`src/rtl/ahb_lite_pkg.sv`:
```
// Shared AHB-Lite encodings and the classifier slave memory map.
// Imported by the address decoder and the slave top.
package ahb_lite_pkg;

  localparam logic [1:0] HTRANS_IDLE = 2'b00;
  localparam logic [1:0] HTRANS_BUSY = 2'b01;
  localparam logic [1:0] HTRANS_NSEQ = 2'b10;
  localparam logic [1:0] HTRANS_SEQ  = 2'b11;

  localparam logic [2:0] HSIZE_BYTE = 3'b000;
  localparam logic [2:0] HSIZE_HALF = 3'b001;
  localparam logic [2:0] HSIZE_WORD = 3'b010;

  localparam logic OKAY  = 1'b0;
  localparam logic ERROR = 1'b1;

  localparam logic [15:0] CTRL_OFS   = 16'h0000;
  localparam logic [15:0] CFG_OFS    = 16'h0004;
  localparam logic [15:0] STATUS_OFS = 16'h1000;
  localparam logic [15:0] RESULT_OFS = 16'h1004;
  localparam logic [15:0] PIX_R_OFS  = 16'h2000;
  localparam logic [15:0] PIX_G_OFS  = 16'h2400;
  localparam logic [15:0] PIX_B_OFS  = 16'h2800;

  typedef enum logic [2:0] {
    REG_CTRL   = 3'd0,
    REG_CFG    = 3'd1,
    REG_STATUS = 3'd2,
    REG_RESULT = 3'd3,
    PIX        = 3'd4,
    BAD        = 3'd5
  } dec_class_e;

  // NSEQ and SEQ both carry a real transfer; IDLE and BUSY do not.
  function automatic logic htrans_active(input logic [1:0] htrans);
    return (htrans == HTRANS_NSEQ) || (htrans == HTRANS_SEQ);
  endfunction

endpackage

```
`src/rtl/ahb_addr_decoder.sv`:
```
// Combinational address-phase decoder: classifies a transfer and extracts
// the pixel channel and index for the R/G/B windows.
module ahb_addr_decoder
  import ahb_lite_pkg::*;
#(
  parameter logic [15:0] BASE_ADDR = 16'h8000,
  parameter int          PIX_AW    = 10
) (
  input  logic [31:0]       haddr,
  input  logic [2:0]        hsize,
  input  logic              hwrite,
  output dec_class_e        dec_class,
  output logic [1:0]        pix_ch,
  output logic [PIX_AW-1:0] pix_idx
);

  // The three channel windows are contiguous starting at the R window.
  localparam logic [15:0] PIX_SPAN = 16'(3 << PIX_AW);

  logic [15:0] ofs_s;
  logic [15:0] ofs_rel_s;
  logic        in_pix_s;

  assign ofs_s     = haddr[15:0];
  assign ofs_rel_s = ofs_s - PIX_R_OFS;
  assign in_pix_s  = (ofs_s >= PIX_R_OFS) && (ofs_rel_s < PIX_SPAN);
  assign pix_ch    = ofs_rel_s[PIX_AW+1:PIX_AW];
  assign pix_idx   = ofs_rel_s[PIX_AW-1:0];

  // Classify the address phase; exact offset matches make misaligned register hits fall to BAD.
  always_comb begin
    dec_class = BAD;
    if ((haddr[31:16] != BASE_ADDR) || (hsize > HSIZE_WORD)) begin
      dec_class = BAD;
    end else if (in_pix_s) begin
      dec_class = PIX;
    end else begin
      case (ofs_s)
        CTRL_OFS:   dec_class = REG_CTRL;
        CFG_OFS:    dec_class = REG_CFG;
        STATUS_OFS: dec_class = hwrite ? BAD : REG_STATUS;
        RESULT_OFS: dec_class = hwrite ? BAD : REG_RESULT;
        default:    dec_class = BAD;
      endcase
    end
  end

endmodule

```
`src/rtl/ahb_classifier_slave.sv`:
```
// AHB-Lite slave for the classifier: CTRL/CFG/STATUS/RESULT registers and
// pixel-window writes turned into one-cycle image-buffer strobes.
module ahb_classifier_slave
  import ahb_lite_pkg::*;
#(
  parameter logic [15:0] BASE_ADDR = 16'h8000,
  parameter int          PIX_AW    = 10,
  parameter int          LABEL_W   = 5
) (
  input  logic               clk,
  input  logic               resetn,
  input  logic [31:0]        ahb_haddr_i,
  input  logic               ahb_hwrite_i,
  input  logic [2:0]         ahb_hsize_i,
  input  logic [1:0]         ahb_htrans_i,
  input  logic [31:0]        ahb_hwdata_i,
  output logic               ahb_hready_o,
  output logic               ahb_hresp_o,
  output logic [31:0]        ahb_hrdata_o,
  output logic [31:0]        cfg_o,
  output logic               start_o,
  output logic               pix_we_o,
  output logic [1:0]         pix_ch_o,
  output logic [PIX_AW-1:0]  pix_addr_o,
  output logic [7:0]         pix_data_o,
  input  logic               done_i,
  input  logic [LABEL_W-1:0] label_i
);

  typedef enum logic [1:0] {
    ST_IDLE = 2'd0,
    ST_DATA = 2'd1,
    ST_ERR1 = 2'd2,
    ST_ERR2 = 2'd3
  } state_e;

  state_e             state_r;
  state_e             state_s;
  dec_class_e         dec_class_s;
  dec_class_e         dec_class_r;
  logic [1:0]         dec_ch_s;
  logic [1:0]         dec_ch_r;
  logic [PIX_AW-1:0]  dec_idx_s;
  logic [PIX_AW-1:0]  dec_idx_r;
  logic               write_r;
  logic               accept_s;
  logic               wr_data_s;
  logic               start_req_s;
  logic               pix_wr_s;
  logic               busy_r;
  logic               busy_s;
  logic               done_r;
  logic               done_s;
  logic               overrun_r;
  logic               overrun_s;
  logic [LABEL_W-1:0] result_r;
  logic [LABEL_W-1:0] result_s;
  logic               start_s;

  ahb_addr_decoder #(
    .BASE_ADDR (BASE_ADDR),
    .PIX_AW    (PIX_AW)
  ) u_dec (
    .haddr     (ahb_haddr_i),
    .hsize     (ahb_hsize_i),
    .hwrite    (ahb_hwrite_i),
    .dec_class (dec_class_s),
    .pix_ch    (dec_ch_s),
    .pix_idx   (dec_idx_s)
  );

  assign accept_s    = htrans_active(ahb_htrans_i) && ahb_hready_o;
  assign wr_data_s   = (state_r == ST_DATA) && write_r;
  assign start_req_s = wr_data_s && (dec_class_r == REG_CTRL) && ahb_hwdata_i[0];
  assign pix_wr_s    = wr_data_s && (dec_class_r == PIX);

  // Transfer state register.
  always_ff @(posedge clk or negedge resetn) begin
    if (!resetn) begin
      state_r <= ST_IDLE;
    end else begin
      state_r <= state_s;
    end
  end

  // Next state: a faulting access is never allowed into DATA, so it has no side effects.
  always_comb begin
    state_s = state_r;
    case (state_r)
      ST_ERR1: state_s = ST_ERR2;
      ST_IDLE, ST_DATA, ST_ERR2: begin
        if (accept_s) begin
          state_s = (dec_class_s == BAD) ? ST_ERR1 : ST_DATA;
        end else begin
          state_s = ST_IDLE;
        end
      end
      default: state_s = ST_IDLE;
    endcase
  end

  // Response signalling decoded from the registered state.
  always_comb begin
    ahb_hready_o = 1'b1;
    ahb_hresp_o  = OKAY;
    case (state_r)
      ST_ERR1: begin
        ahb_hready_o = 1'b0;
        ahb_hresp_o  = ERROR;
      end
      ST_ERR2: begin
        ahb_hready_o = 1'b1;
        ahb_hresp_o  = ERROR;
      end
      default: begin
        ahb_hready_o = 1'b1;
        ahb_hresp_o  = OKAY;
      end
    endcase
  end

  // Address-phase capture for the following data phase.
  always_ff @(posedge clk or negedge resetn) begin
    if (!resetn) begin
      dec_class_r <= REG_CTRL;
      dec_ch_r    <= 2'd0;
      dec_idx_r   <= '0;
      write_r     <= 1'b0;
    end else if (accept_s) begin
      dec_class_r <= dec_class_s;
      dec_ch_r    <= dec_ch_s;
      dec_idx_r   <= dec_idx_s;
      write_r     <= ahb_hwrite_i;
    end else begin
      write_r     <= write_r;
    end
  end

  // Read data mux, valid only in the data phase of a read.
  always_comb begin
    ahb_hrdata_o = 32'd0;
    if ((state_r == ST_DATA) && !write_r) begin
      case (dec_class_r)
        REG_CFG:    ahb_hrdata_o = cfg_o;
        REG_STATUS: ahb_hrdata_o = {29'd0, overrun_r, busy_r, done_r};
        REG_RESULT: ahb_hrdata_o = {{(32-LABEL_W){1'b0}}, result_r};
        default:    ahb_hrdata_o = 32'd0;
      endcase
    end else begin
      ahb_hrdata_o = 32'd0;
    end
  end

  // Classifier handshake: completion is applied before a same-cycle start request.
  always_comb begin
    busy_s    = busy_r;
    done_s    = done_r;
    overrun_s = overrun_r;
    result_s  = result_r;
    start_s   = 1'b0;
    if (done_i) begin
      done_s   = 1'b1;
      busy_s   = 1'b0;
      result_s = label_i;
    end else begin
      done_s   = done_r;
    end
    if (start_req_s) begin
      if (!busy_s) begin
        start_s   = 1'b1;
        busy_s    = 1'b1;
        done_s    = 1'b0;
        overrun_s = 1'b0;
      end else begin
        overrun_s = 1'b1;
      end
    end else begin
      start_s = 1'b0;
    end
  end

  // Classifier status registers and start pulse.
  always_ff @(posedge clk or negedge resetn) begin
    if (!resetn) begin
      busy_r    <= 1'b0;
      done_r    <= 1'b0;
      overrun_r <= 1'b0;
      result_r  <= '0;
      start_o   <= 1'b0;
    end else begin
      busy_r    <= busy_s;
      done_r    <= done_s;
      overrun_r <= overrun_s;
      result_r  <= result_s;
      start_o   <= start_s;
    end
  end

  // CFG register and pixel write strobe, both launched on the edge ending DATA.
  always_ff @(posedge clk or negedge resetn) begin
    if (!resetn) begin
      cfg_o      <= 32'd0;
      pix_we_o   <= 1'b0;
      pix_ch_o   <= 2'd0;
      pix_addr_o <= '0;
      pix_data_o <= 8'd0;
    end else begin
      if (wr_data_s && (dec_class_r == REG_CFG)) begin
        cfg_o <= ahb_hwdata_i;
      end
      pix_we_o <= pix_wr_s;
      if (pix_wr_s) begin
        pix_ch_o   <= dec_ch_r;
        pix_addr_o <= dec_idx_r;
        pix_data_o <= ahb_hwdata_i[7:0];
      end
    end
  end

endmodule

```
`config.mk`:
```
export PLATFORM = sky130hd
export DESIGN_NAME = ahb_classifier_slave
export DESIGN_NICKNAME = d
export VERILOG_FILES = /design/src/rtl/ahb_lite_pkg.sv /design/src/rtl/ahb_addr_decoder.sv /design/src/rtl/ahb_classifier_slave.sv
export SDC_FILE = /design/constraint.sdc
export NUM_CORES = 1
export LEC_CHECK = 0
export BUFFER_PORTS_ARGS = -buffer_cell sky130_fd_sc_hd__buf_4
export CAP_MARGIN = 20
export CORE_MARGIN = 2
export CORE_UTILIZATION = 37
export CTS_BUF_LIST = sky130_fd_sc_hd__clkbuf_4 sky130_fd_sc_hd__clkbuf_8
export DETAILED_ROUTE_END_ITERATION = 8
export GPL_ROUTABILITY_DRIVEN = 0
export PLACE_DENSITY = 0.72
export SYNTH_ARGS = -nofsm -noshare
export SYNTH_HDL_FRONTEND = slang
export SYNTH_SLANG_ARGS = --single-unit
```
`constraint.sdc`:
```
create_clock -name clk -period 1.98 [get_ports clk]
set_input_delay 0 -clock clk [delete_from_list [all_inputs] [get_ports clk]]
set_output_delay 0 -clock clk [all_outputs]
set_load 0.02 [all_outputs]
```
==> impl_metrics.toml <==
[final_layout]
fin_util_pct = 64.3
drive_above_1_share_pct = 49.2
final_cell_mix = "buf_4, dfrtp_1, dlygate4sd3_1"
diodes = 0
layout_commonest_cell = "buf_4"
stdcell_count = 615
n_fill_cell = 699
areaGrowthSynthToFinish_pct = 68.7
fin_nets = 578

[timing]
hold_viol = 0
worstMarginPinSlew_ns = 0.527
grt_setup_unrepaired = "yes"
setup_ws_ns = -0.0509
tns_ns = -0.504
max_freq_ghz = 0.492
min_period_over_period_pct = 103
setup-violations-final = 14
post-route-min-period_ns = 2.03
skew_ns = 0.0121
finalMaxSlewViolations = 0
max_slew_margin_pct = 64.9

[synthesis]
synth_area_mm2 = 0.00351
synth.yosys.warnings = 0
avgSynthCellArea_um2 = 13.4
ys_ff_latch = 80
synth_enable_flop_cells = 0
synth.distinct_cells = 38
synth_cells = 261
ys_seq_area_share_pct = 57.1
synthFlopType = "dfrtp_1"
syn_nets = 340
async_flop_share_pct = 100

[cts]
ctsRootBufferMaster = "clkbuf_8"
cts.sinks = 80
htreeDepth = 3
cts_buffers = 9
clock_path_buffers = 2
tritoncts = "built"
clkLatencyLatePin_ns = 0.34
path_clk_slew_ns = 0.08

[setup_path]
critical_path.endpoint_type = "output pin"
crit_path_start_kind = "flop"
critPathKind = "reg2out"
worst_ep_required_time_ns = 1.98
worstPathMaxFanout = 7
worstPathArrival_ns = 2.03

[power_and_ir_drop]
p_int_mw = 3.96
vdd.ir_drop.worst_mv = 0.453
p_total_mw = 6.06
p_clk_share_pct = 20.6
p_seq_share_pct = 41.4
switching_share_pct = 34.7
p_sw_mw = 2.10
power_leakage_nw = 2.90
power.density_mw_per_mm2 = 1030
combPwrFrac_pct = 38.0

[global_routing]
grt.total_usage_pct = 18.0
first_global_vias = 2982
antenna_found_initial = 0
gr-total-overflow = 0
grt_pass1_wl_mm = 14.3
grt_max_degree = 42

[run_status]
status = "finished with violations"
violations = "negative setup slack"

[placement]
dp_hpwl_mm = 6.17
place_inst = 532
portBuffers = 164
place_ws_ns = 0.327

[die]
die_w_um = 101
core_area_mm2 = 0.00920
die_area_mm2 = 0.0103
fp-row-count = 35
initial_core_util_pct = 38.1
die_height_um = 101
pin_count = 166

[routing]
via_per_inst = 4.79
ant_nets = 0
drtPass1Iterations = 4
num_vias = 2944
wire_per_inst_um = 15.4
wirelength_mm = 9.46
drc = 0
drtIter0Drc = 56

[min_path]
hold_path_class = "in2reg"

[run]
drv_cap = 0
==> path summary, 6_finish.rpt <==
check	slack, ns	from	endpoint	cells after the start
max in group asynchronous	1.22	resetn	pix_data_o[6]	3
min in group asynchronous	0.16	resetn	pix_addr_o[5]	2
max	-0.05	state_r[1]	ahb_hrdata_o[18]	7
min	0.06	ahb_haddr_i[12]	dec_class_r[1]	4
max reg2reg	0.24	state_r[1]	pix_ch_o[1]	6
min reg2reg	0.48	dec_idx_r[2]	dec_idx_r[2]	2
==> cells in the mapped netlist (all sizes together), types with 2 or more instances <==
cell | count | area (um2)
a211oi | 2 | 15.0
a22oi | 3 | 22.5
and2 | 27 | 169
buf | 10 | 75.1
clkbuf | 2 | 7.51
dfrtp | 80 | 2000
inv | 6 | 22.5
mux2 | 72 | 811
mux2i | 2 | 20.0
nand2 | 9 | 33.8
nand2b | 3 | 26.3
nand3b | 3 | 22.5
nand4 | 2 | 12.5
nor2 | 11 | 48.8
nor2b | 2 | 12.5
nor3 | 3 | 20.0
nor4 | 6 | 37.5
o21ai | 6 | 33.8
==> routing by layer <==
layer / wire length [um] / global-route usage, %
met2: 5120 / 33.3
met4: 160 / 5.82
met5: 0 / 0
met1: 3640 / 20.2
met3: 544 / 4.62
==> power by group through the flow <==
stage | clock, mW | sequential [mW] | combinational, mW
floorplan | 0 | 2.87 | 0.703
global placement | 0 | 2.50 | 2.03
detailed placement | 0 | 2.53 | 2.08
CTS | 1.30 | 2.49 | 2.28
global route | 1.37 | 2.59 | 2.45
finish | 1.25 | 2.51 | 2.31
==> registers in the layout (all words and copies together) (netlist names) <==
register,flops
busy_r,1
cfg_o,32
dec_ch_r,2
dec_class_r,3
dec_idx_r,10
done_r,1
overrun_r,1
pix_addr_o,10
pix_ch_o,2
pix_data_o,8
pix_we_o,1
result_r,5
start_o,1
state_r,2
write_r,1
==> through the flow <==
stage,area (um2),hold slack [ns]
2_1_floorplan,3510,-0.296
3_3_place_gp,4900,0.00934
3_5_place_dp,4900,0.0160
4_1_cts,5840,0.0272
5_1_grt,5910,0.0418
6_report,5910,0.0561
==> critical path, cell delays in order (launching register included) <==
cell and delay [ns]:
dfrtp_1 0.38, nand2b_4 0.14, or4b_4 0.51, nor2_4 0.14, buf_6 0.13, clkbuf_16 0.14, and2_4 0.14, buf_6 0.11
==> what timing repair did <==
item	in CTS	in global routing
endpoints found under the setup margin	27	27
resized for setup	27	20
buffers inserted	6	2
gates cloned	1	1
hold buffers	58	0
endpoints found under the hold margin	101	0
pin swaps	4	2
==> kinds of logic (layout without fill, tap and decap cells) <==
logic type	after synthesis	count (layout)	share of synthesized area, %
DFF	80	80	57.1
muxes	74	74	23.7
and+or+nand+nor	72	72	12.7
buffers and inverters	18	261	3.00
AOI/OAI and AO/OA	15	15	2.89
adders and majority gates	1	1	0.357
xor gates and xnor gates	1	1	0.250
==> layout make-up <==
class / count / area, um2 / area share, %
multi-input combinational: 163 / 1460 / 24.7
clock inverter: 7 / 85.1 / 1.44
inverter: 6 / 22.5 / 0.381
tap: 111 / 139 / 2.35
sequential: 80 / 2000 / 33.9
timing repair buffer: 239 / 2080 / 35.2
clock buffer: 9 / 124 / 2.09
(Power assumes the default switching activity.)
